`src/rtl/rv32_pkg.sv`:
```
// Shared RV32I machine-mode trap definitions. These are the FSM state encodings,
// the PC source selects, the mcause codes and the system-instruction field values.
package rv32_pkg;

  typedef enum logic [1:0] {
    ST_RESET       = 2'b00,
    ST_OPERATING   = 2'b01,
    ST_TRAP_TAKEN  = 2'b10,
    ST_TRAP_RETURN = 2'b11
  } trap_state_t;

  localparam logic [1:0] PC_SRC_BOOT = 2'b00;
  localparam logic [1:0] PC_SRC_MEPC = 2'b01;
  localparam logic [1:0] PC_SRC_TRAP = 2'b10;
  localparam logic [1:0] PC_SRC_NEXT = 2'b11;

  localparam logic [3:0] CAUSE_INSTR_MISALIGNED = 4'd0;
  localparam logic [3:0] CAUSE_ILLEGAL_INSTR    = 4'd2;
  localparam logic [3:0] CAUSE_BREAKPOINT       = 4'd3;
  localparam logic [3:0] CAUSE_LOAD_MISALIGNED  = 4'd4;
  localparam logic [3:0] CAUSE_STORE_MISALIGNED = 4'd6;
  localparam logic [3:0] CAUSE_ECALL_M          = 4'd11;
  localparam logic [3:0] CAUSE_M_SW_IRQ         = 4'd3;
  localparam logic [3:0] CAUSE_M_TIMER_IRQ      = 4'd7;
  localparam logic [3:0] CAUSE_M_EXT_IRQ        = 4'd11;

  localparam logic [4:0] OPC_SYSTEM    = 5'b11100;
  localparam logic [2:0] FUNCT3_PRIV   = 3'b000;
  localparam logic [6:0] FUNCT7_ECALL  = 7'b0000000;
  localparam logic [4:0] RS2_ECALL     = 5'b00000;
  localparam logic [6:0] FUNCT7_EBREAK = 7'b0000000;
  localparam logic [4:0] RS2_EBREAK    = 5'b00001;
  localparam logic [6:0] FUNCT7_MRET   = 7'b0011000;
  localparam logic [4:0] RS2_MRET      = 5'b00010;

endpackage

```
`src/rtl/trap_priority_enc.sv`:
```
// Combinational trap priority encoder. It selects the winning exception or qualified
// interrupt and reports it as {valid, i_or_e, cause}.
module trap_priority_enc
  import rv32_pkg::*;
(
  input  logic       illegal_instr,
  input  logic       misaligned_instr,
  input  logic       ecall,
  input  logic       ebreak,
  input  logic       misaligned_load,
  input  logic       misaligned_store,
  input  logic       ext_irq,
  input  logic       sw_irq,
  input  logic       timer_irq,
  output logic       valid,
  output logic       i_or_e,
  output logic [3:0] cause
);

  // Exceptions are checked before interrupts.
  always_comb begin
    valid  = 1'b1;
    i_or_e = 1'b0;
    cause  = 4'd0;
    if (illegal_instr) begin
      cause = CAUSE_ILLEGAL_INSTR;
    end else if (misaligned_instr) begin
      cause = CAUSE_INSTR_MISALIGNED;
    end else if (ecall) begin
      cause = CAUSE_ECALL_M;
    end else if (ebreak) begin
      cause = CAUSE_BREAKPOINT;
    end else if (misaligned_load) begin
      cause = CAUSE_LOAD_MISALIGNED;
    end else if (misaligned_store) begin
      cause = CAUSE_STORE_MISALIGNED;
    end else if (ext_irq) begin
      i_or_e = 1'b1;
      cause  = CAUSE_M_EXT_IRQ;
    end else if (sw_irq) begin
      i_or_e = 1'b1;
      cause  = CAUSE_M_SW_IRQ;
    end else if (timer_irq) begin
      i_or_e = 1'b1;
      cause  = CAUSE_M_TIMER_IRQ;
    end else begin
      valid = 1'b0;
    end
  end

endmodule

```
`src/rtl/machine_trap_control.sv`:
```
// Machine-mode trap sequencer. It decides trap entry and mret return, selects the PC
// source and strobes the CSR file.
module machine_trap_control
  import rv32_pkg::*;
#(
  parameter int unsigned RESET_CYCLES = 1
) (
  input  logic       clk_in,
  input  logic       rst_in,
  input  logic       illegal_instr_in,
  input  logic       misaligned_load_in,
  input  logic       misaligned_store_in,
  input  logic       misaligned_instr_in,
  input  logic [4:0] opcode_6_to_2_in,
  input  logic [2:0] funct3_in,
  input  logic [6:0] funct7_in,
  input  logic [4:0] rs1_addr_in,
  input  logic [4:0] rs2_addr_in,
  input  logic [4:0] rd_addr_in,
  input  logic       mie_in,
  input  logic       meie_in,
  input  logic       mtie_in,
  input  logic       msie_in,
  input  logic       meip_in,
  input  logic       mtip_in,
  input  logic       msip_in,
  output logic [1:0] pc_src_out,
  output logic       flush_out,
  output logic       trap_taken_out,
  output logic       instret_inc_out,
  output logic       set_cause_out,
  output logic       set_epc_out,
  output logic       i_or_e_out,
  output logic [3:0] cause_out,
  output logic       mie_clear_out,
  output logic       mie_set_out
);

  localparam logic [3:0] RESET_LAST = 4'(RESET_CYCLES - 1);

  trap_state_t state_r;
  trap_state_t state_next_s;
  logic [3:0]  rst_cnt_r;
  logic        i_or_e_r;
  logic [3:0]  cause_r;

  logic        sys_s;
  logic        ecall_s;
  logic        ebreak_s;
  logic        mret_s;
  logic        win_valid_s;
  logic        win_i_or_e_s;
  logic [3:0]  win_cause_s;
  logic        in_operating_s;

  assign sys_s    = (opcode_6_to_2_in == OPC_SYSTEM) && (funct3_in == FUNCT3_PRIV) &&
                    (rs1_addr_in == 5'd0) && (rd_addr_in == 5'd0);
  assign ecall_s  = sys_s && (funct7_in == FUNCT7_ECALL)  && (rs2_addr_in == RS2_ECALL);
  assign ebreak_s = sys_s && (funct7_in == FUNCT7_EBREAK) && (rs2_addr_in == RS2_EBREAK);
  assign mret_s   = sys_s && (funct7_in == FUNCT7_MRET)   && (rs2_addr_in == RS2_MRET);

  trap_priority_enc u_prio (
    .illegal_instr    (illegal_instr_in),
    .misaligned_instr (misaligned_instr_in),
    .ecall            (ecall_s),
    .ebreak           (ebreak_s),
    .misaligned_load  (misaligned_load_in),
    .misaligned_store (misaligned_store_in),
    .ext_irq          (mie_in & meie_in & meip_in),
    .sw_irq           (mie_in & msie_in & msip_in),
    .timer_irq        (mie_in & mtie_in & mtip_in),
    .valid            (win_valid_s),
    .i_or_e           (win_i_or_e_s),
    .cause            (win_cause_s)
  );

  assign in_operating_s  = (state_r == ST_OPERATING);
  assign trap_taken_out  = in_operating_s & win_valid_s;
  assign instret_inc_out = in_operating_s & ~win_valid_s & ~mret_s;
  assign i_or_e_out      = i_or_e_r;
  assign cause_out       = cause_r;

  // State register and reset-hold counter.
  always_ff @(posedge clk_in) begin
    if (rst_in) begin
      state_r   <= ST_RESET;
      rst_cnt_r <= 4'd0;
    end else begin
      state_r <= state_next_s;
      if (state_r == ST_RESET && rst_cnt_r != RESET_LAST) begin
        rst_cnt_r <= rst_cnt_r + 4'd1;
      end else begin
        rst_cnt_r <= 4'd0;
      end
    end
  end

  // Cause register latches only on trap entry.
  always_ff @(posedge clk_in) begin
    if (rst_in) begin
      i_or_e_r <= 1'b0;
      cause_r  <= 4'd0;
    end else if (trap_taken_out) begin
      i_or_e_r <= win_i_or_e_s;
      cause_r  <= win_cause_s;
    end else begin
      i_or_e_r <= i_or_e_r;
      cause_r  <= cause_r;
    end
  end

  // Next-state logic; a trap outranks mret in OPERATING.
  always_comb begin
    state_next_s = state_r;
    case (state_r)
      ST_RESET: begin
        if (rst_cnt_r == RESET_LAST) begin
          state_next_s = ST_OPERATING;
        end else begin
          state_next_s = ST_RESET;
        end
      end
      ST_OPERATING: begin
        if (trap_taken_out) begin
          state_next_s = ST_TRAP_TAKEN;
        end else if (mret_s) begin
          state_next_s = ST_TRAP_RETURN;
        end else begin
          state_next_s = ST_OPERATING;
        end
      end
      ST_TRAP_TAKEN:  state_next_s = ST_OPERATING;
      ST_TRAP_RETURN: state_next_s = ST_OPERATING;
      default:        state_next_s = ST_RESET;
    endcase
  end

  // Moore output decode.
  always_comb begin
    pc_src_out    = PC_SRC_BOOT;
    flush_out     = 1'b1;
    set_cause_out = 1'b0;
    set_epc_out   = 1'b0;
    mie_clear_out = 1'b0;
    mie_set_out   = 1'b0;
    case (state_r)
      ST_RESET: begin
        pc_src_out = PC_SRC_BOOT;
        flush_out  = 1'b1;
      end
      ST_OPERATING: begin
        pc_src_out = PC_SRC_NEXT;
        flush_out  = 1'b0;
      end
      ST_TRAP_TAKEN: begin
        pc_src_out    = PC_SRC_TRAP;
        flush_out     = 1'b1;
        set_cause_out = 1'b1;
        set_epc_out   = 1'b1;
        mie_clear_out = 1'b1;
      end
      ST_TRAP_RETURN: begin
        pc_src_out  = PC_SRC_MEPC;
        flush_out   = 1'b1;
        mie_set_out = 1'b1;
      end
      default: begin
        pc_src_out = PC_SRC_BOOT;
        flush_out  = 1'b1;
      end
    endcase
  end

endmodule

```
`config.mk`:
```
export PLATFORM = sky130hd
export DESIGN_NAME = machine_trap_control
export DESIGN_NICKNAME = d
export VERILOG_FILES = /design/src/rtl/rv32_pkg.sv /design/src/rtl/trap_priority_enc.sv /design/src/rtl/machine_trap_control.sv
export SDC_FILE = /design/constraint.sdc
export NUM_CORES = 1
export LEC_CHECK = 0
export CAP_MARGIN = 20
export CORE_UTILIZATION = 34
export DETAILED_ROUTE_END_ITERATION = 12
export PLACE_DENSITY = 0.79
export SYNTH_ARGS = -nofsm -noshare
export SYNTH_HDL_FRONTEND = slang
export SYNTH_SLANG_ARGS = --single-unit
```
`constraint.sdc`:
```
create_clock -name clk_in -period 2.05 [get_ports clk_in]
set_input_delay 0.205 -clock clk_in [delete_from_list [all_inputs] [get_ports clk_in]]
set_output_delay 0.205 -clock clk_in [all_outputs]
set_load 0.1 [all_outputs]
```
# After elaboration in Yosys (flattened, before gate mapping)
# Index checks and enable logic that the tools add are counted.
[word_totals]
ff_bits = 11
in_bits = 43
out_inout_bits = 14
elab_cells = 76
[classes]
addsub = 1
n_eq_ne = 7
muxes = 32
bitwise = 12
reduce_logical = 20
[ops]
columns = ["op", "n"]
rows = [
  ["4-bit two-way mux", 8],
  ["1-bit two-way mux", 18],
  ["5-bit zero test", 3],
  ["1-bit bitwise AND", 9],
  ["1-bit logical AND", 9],
  ["2-bit one-hot mux with 4 select lines", 1],
  ["7-bit by 5-bit equality test with 1-bit output (second input constant)", 1],
  ["7-bit zero test", 1],
  ["2-bit one-hot mux with 3 select lines", 1],
  ["5-bit by 1-bit equality test with 1-bit output (second input constant)", 1],
  ["5-bit by 2-bit equality test with 1-bit output (second input constant)", 1],
  ["5-bit equality test (second input constant)", 1],
  ["4-bit by 1-bit adder with 4-bit output (second input constant)", 1],
  ["2-bit equality test (second input constant)", 2],
  ["4-bit zero test", 1],
  ["2-bit two-way mux", 2],
  ["4-bit nonzero test", 1],
  ["2-bit OR reduction", 2],
  ["3-bit zero test", 1],
  ["3-bit two-way mux", 1],
  ["1-bit inverter", 3],
  ["3-bit OR reduction", 1],
  ["2-bit by 1-bit equality test with 1-bit output (second input constant)", 1],
  ["2-bit zero test", 1],
  ["1-bit one-hot mux with 2 select lines", 1],
]

# Logic depth before layout (Yosys ltp)
[depth]
depth_word = 14
ltp_mapped = 6
mapped_depth_nobuf = 6

# By module
# A second synthesis with hierarchy kept.
[hier_totals]
cells_unflattened = 96
area_unflattened_um2 = 788.3
[by_module_without_submodules]
columns = ["mod", "n_inst", "cells_per_inst", "area_per_inst_um2", "seq_area_each_um2"]
rows = [
  ["machine_trap_control", 1, 79, 670.6, 220.2],
  ["trap_priority_enc", 1, 17, 117.6, 0.0],
]

# Least setup slack after synthesis
# OpenSTA, ideal clock, no wires.
[synth_timing]
path_kind = "reg2out"
from = "register state_r[0]"
to = "output port pc_src_out[0]"
t_arrival_ns = 2.518
path_slack_ns = -0.673
stages_incl_launch_ff = 4
n_path_buf = 0
cell_sequence = "dfxtp_1 > ha_1 > nor2_1 > nor2_1"
[synth_via]
elab_chain_len = 2
elab_cells_between_ends = 5
cone_classes = "eq/ne (3); mux (1); reduce/logical (1)"
[synth_rtl]
columns = ["element", "line_no", "rtl"]
rows = [
  ["start, declared", "machine_trap_control.sv:41", "trap_state_t state_r;"],
  ["start signal, assigned", "machine_trap_control.sv:89", "state_r <= state_next_s;"],
  ["2-bit equality test, or another cell as far along", "machine_trap_control.sv:146", "case (state_r)"],
  ["2-bit one-hot mux with 4 select lines (*)", "machine_trap_control.sv:146", ""],
  ["end, declared", "machine_trap_control.sv:27", "output logic [1:0] pc_src_out,"],
]
# Every way passes the cells marked *; elsewhere a longest branch is shown, timed or not.

# Final worst setup path
[layout_timing]
from = "input port funct3_in[0]"
to = "output port instret_inc_out"
[layout_via]
elab_chain_len = 13
elab_cells_between_ends = 17
cone_classes = "mux (4); bitwise (4); reduce/logical (9)"
[layout_rtl]
columns = ["element", "line_no", "rtl"]
rows = [
  ["start, declared", "machine_trap_control.sv:15", "input logic [2:0] funct3_in,"],
  ["3-bit zero test (*)", "machine_trap_control.sv:56", "assign sys_s = (opcode_6_to_2_in == OPC_SYSTEM) && (funct3_in == FUNCT3_PRIV) &&"],
  ["1-bit logical AND (*) (2 in a row)", "machine_trap_control.sv:56", ""],
  ["1-bit logical AND (*)", "machine_trap_control.sv:57", "(rs1_addr_in == 5'd0) && (rd_addr_in == 5'd0);"],
  ["1-bit logical AND", "machine_trap_control.sv:58, machine_trap_control.sv:59", ""],
  ["1-bit logical AND", "machine_trap_control.sv:59", "assign ebreak_s = sys_s && (funct7_in == FUNCT7_EBREAK) && (rs2_addr_in == RS2_EBREAK);"],
  ["1-bit two-way mux", "trap_priority_enc.sv:31", "end else if (ebreak) begin"],
  ["1-bit two-way mux", "trap_priority_enc.sv:29", "end else if (ecall) begin"],
  ["1-bit two-way mux", "trap_priority_enc.sv:27", "end else if (misaligned_instr) begin"],
  ["1-bit two-way mux", "trap_priority_enc.sv:25", "if (illegal_instr) begin"],
  ["1-bit inverter", "machine_trap_control.sv:79", "assign instret_inc_out = in_operating_s & ~win_valid_s & ~mret_s;"],
  ["1-bit bitwise AND", "machine_trap_control.sv:79", ""],
  ["1-bit bitwise AND (*)", "machine_trap_control.sv:79", ""],
  ["end, declared", "machine_trap_control.sv:30", "output logic instret_inc_out,"],
]
# Marks and branches as above.

==> impl_metrics.yaml <==
outcome:
  status: "completed"
placed_design:
  dp_hpwl_mm: 2.09
  dp_slack_ns: -0.0850
  place_area_um2: 1470
  io_buffers: 56
  gp_congestion: 0.769
  placedCellCount: 184
critical_path:
  critPathRequiredTime_ns: 1.85
  crit_arrival_ns: 1.80
  r2r-end: "state_r[0]"
  cp_max_fo: 2
  critPathLaunchType: "primary input"
  worst-r2r-setup-slack_ns: 0.67
  worst-setup-path-type: "primary input to output port"
  critPathMaxStageDelay_ns: 0.45
  reg2reg_depth: 5
  reg2reg_from: "state_r[1]"
  critPathBufInv: 2
  cp_top_family: "simple AND/OR/NAND/NOR gates"
  crit_path_end_kind: "output port"
  cp_slowest_cell: "clkdlybuf4s50_1"
  crit_chain: "clkdlybuf4s50_1, nor4_4, nand2_2, a2111oi_4, or2_4, nor2_4, buf_12"
synthesis:
  syn-num-nets: 144
  ys_types: 35
  yosysSeqAreaShare: 0.272
  syn_inst: 95
  synth_warnings: 0
  synth_seq_cells: 11
  netlist_area_um2: 810
  syn_avg_cell_area_um2: 8.52
clock_tree:
  postCtsHoldBufs: 0
  clk_pin_slew_ns: 0.08
  clock_latency_ns: 0.27
  cts_tree: "yes"
  cts_sinks: 11
  cts-htree-levels: 1
  numCtsBuffers: 3
  post_cts_buffers: 0
  clock_path_buffers: 2
  clockRootBuffer: "clkbuf_4"
final_layout:
  diodes: 0
  final_common_cell: "clkdlybuf4s50_1"
  area_growth_pct: 94.7
  final_cell_mix: "40 x clkdlybuf4s50_1, 16 x buf_4, 11 x nor2_1, 11 x dfxtp_1, 9 x inv_1"
  fin_util: 0.706
  instances_no_fill: 188
  final_net_count: 210
  drive_above_1_share: 0.263
  design_area_um2: 1580
power_and_ir_drop:
  ir_worst_vdd_v: 0.000501
  switching_share: 0.397
  pwr-share-seq: 0.307
  leakage_nw: 0.653
  intPower_mw: 0.444
  comb_power_share: 0.490
  clockPowerShare: 0.203
  power_density_nw_per_um2: 467
  p_sw_mw: 0.292
floorplanning:
  io_pins: 57
  die_y_um: 50.8
  core.rowCount: 17
  start_util: 0.362
  dieArea_um2: 2580
  die_w_um: 50.8
  coreArea_um2: 2230
grt:
  grt_max_degree: 10
  grt_util_all_layers: 0.209
  grt-ovfl-total: 0
  grt_first_pass_wirelength_mm: 4.08
  antenna_found_initial: 0
  grt_pass1_vias: 1005
timing:
  final-hold-violation-count: 0
  fin_ws_ns: 0.0498
  clock.fmax_ghz: 0.500
  worst_pin_slew_ns: 0.387
  slew_headroom: 0.740
  finalSetupViolCount: 0
  period_needed_ns: 2.00
  clock_skew_ns: 0.00911
  fin_crit_sh: 0.976
  slew_violations: 0
detailed_routing:
  postRouteAntennaNets: 0
  drtPass1Iterations: 4
  wirelength_mm: 2.47
  viasPerCell: 4.99
  drc: 0
  vias: 938
  drt-initial-drc-count: 13
  routedWlPerCell_um: 13.1
hold_path:
  hold_path_end: "rst_cnt_r[0]"
  hold_path_depth: 1
  hold_class: "flop to flop"
  hp-start: "rst_cnt_r[0]"
job:
  max_cap_violations: 0
## layer usage
metal	track usage	wire, um
met4	0.0370	8
met1	0.214	990
met3	0.0545	101
met2	0.418	1370
met5	0	0
## layout make-up
class | instances | area, um^2
tap | 28 | 35.0
fill | 191 | 657
multi-input combinational | 72 | 619
clock buffer | 3 | 22.5
clock inverter | 1 | 5.00
sequential | 11 | 220
inverter | 10 | 37.5
timing repair buffer | 63 | 637
## kinds of logic (layout without fill, tap and decap cells)
| family | after synthesis | after routing | synth area share |
|---|---|---|---|
| AOI/OAI and AO/OA | 13 | 13 | 0.113 |
| and+or+nand+nor | 47 | 47 | 0.386 |
| xor gates and xnor gates | 2 | 2 | 0.0216 |
| muxes | 4 | 4 | 0.0495 |
| buffers and inverters | 12 | 77 | 0.0649 |
| adders and majority gates | 6 | 6 | 0.0927 |
| DFF | 11 | 11 | 0.272 |
## state kept, by name (all words and copies together) (netlist names)
name and flops:
rst_cnt_r 4, i_or_e_out 1, cause_out 4, state_r 2
## power by group through the flow
stage / sequential (mW) / combinational (mW) / clock [mW]
after floorplan: 0.256 / 0.169 / 0
after global placement: 0.230 / 0.343 / 0
after global routing: 0.227 / 0.379 / 0.157
after CTS: 0.226 / 0.353 / 0.153
final: 0.226 / 0.361 / 0.149
after detailed placement: 0.231 / 0.350 / 0
## synthesized netlist by cell type
cell type | n | area share
a41oi_1 | 1 | 0.011
nand2b_1 | 3 | 0.023
mux2i_1 | 4 | 0.049
xnor2_1 | 1 | 0.011
or2_2 | 2 | 0.015
nand3_1 | 2 | 0.012
o21bai_1 | 2 | 0.019
nand4_2 | 1 | 0.015
o2111ai_1 | 1 | 0.011
nor4_2 | 2 | 0.031
buf_4 | 2 | 0.019
nor4b_4 | 1 | 0.029
nor4_1 | 1 | 0.0077
nor4_4 | 1 | 0.026
ha_1 | 6 | 0.093
xor2_1 | 1 | 0.011
nand2_1 | 4 | 0.019
nor2b_1 | 1 | 0.0077
inv_1 | 10 | 0.046
nor2_1 | 13 | 0.060
nand3b_1 | 2 | 0.019
nand4b_1 | 1 | 0.011
dfxtp_1 | 11 | 0.27
and3b_1 | 1 | 0.011
a21oi_1 | 1 | 0.0062
nand4_1 | 2 | 0.015
or3_1 | 2 | 0.015
a22oi_1 | 1 | 0.0093
nor4b_2 | 1 | 0.019
a32o_1 | 1 | 0.012
a2111oi_0 | 1 | 0.011
o21ai_0 | 4 | 0.025
o21a_1 | 1 | 0.0093
nor4bb_1 | 1 | 0.012
nor3_1 | 6 | 0.037
## per-stage QoR
step | setup TNS (ns) | hold slack [ns] | power [mW]
2_1_floorplan | 0 | 0.278 | 0.425
3_3_place_gp | -0.00505 | 0.446 | 0.574
3_5_place_dp | -0.307 | 0.457 | 0.581
4_1_cts | 0 | 0.476 | 0.731
5_1_grt | -0.0278 | 0.510 | 0.762
6_report | 0 | 0.468 | 0.736
## worst register-to-register path, stage by stage, from the launching register on
cell and delay (ns):
dfxtp_1 0.35, inv_1 0.07, ha_1 0.27, inv_1 0.25, o21ai_0 0.14, and3b_1 0.19
## worst max-delay path by stage
stage                              from         endpoint  slack (ns)  depth (start not counted)
finish                     funct3_in[0]  instret_inc_out        0.05                          7
global route               funct3_in[1]  instret_inc_out       -0.03                          7
CTS                        funct3_in[0]  instret_inc_out       0.008                          7
detailed placement       rs1_addr_in[4]     cause_out[1]       -0.08                          8
global placement    opcode_6_to_2_in[1]     cause_out[1]      -0.005                          8
floorplan                    state_r[0]    pc_src_out[0]       0.003                          3
## what timing repair did
action / 4_1_cts / 5_1_grt
gates resized for setup: 4 / 11
pin swaps: 3 / 5
endpoints found under the setup margin: 2 / 2
endpoints found under the hold margin: 0 / 0
No activity file was read; power rests on OpenSTA's default activity.
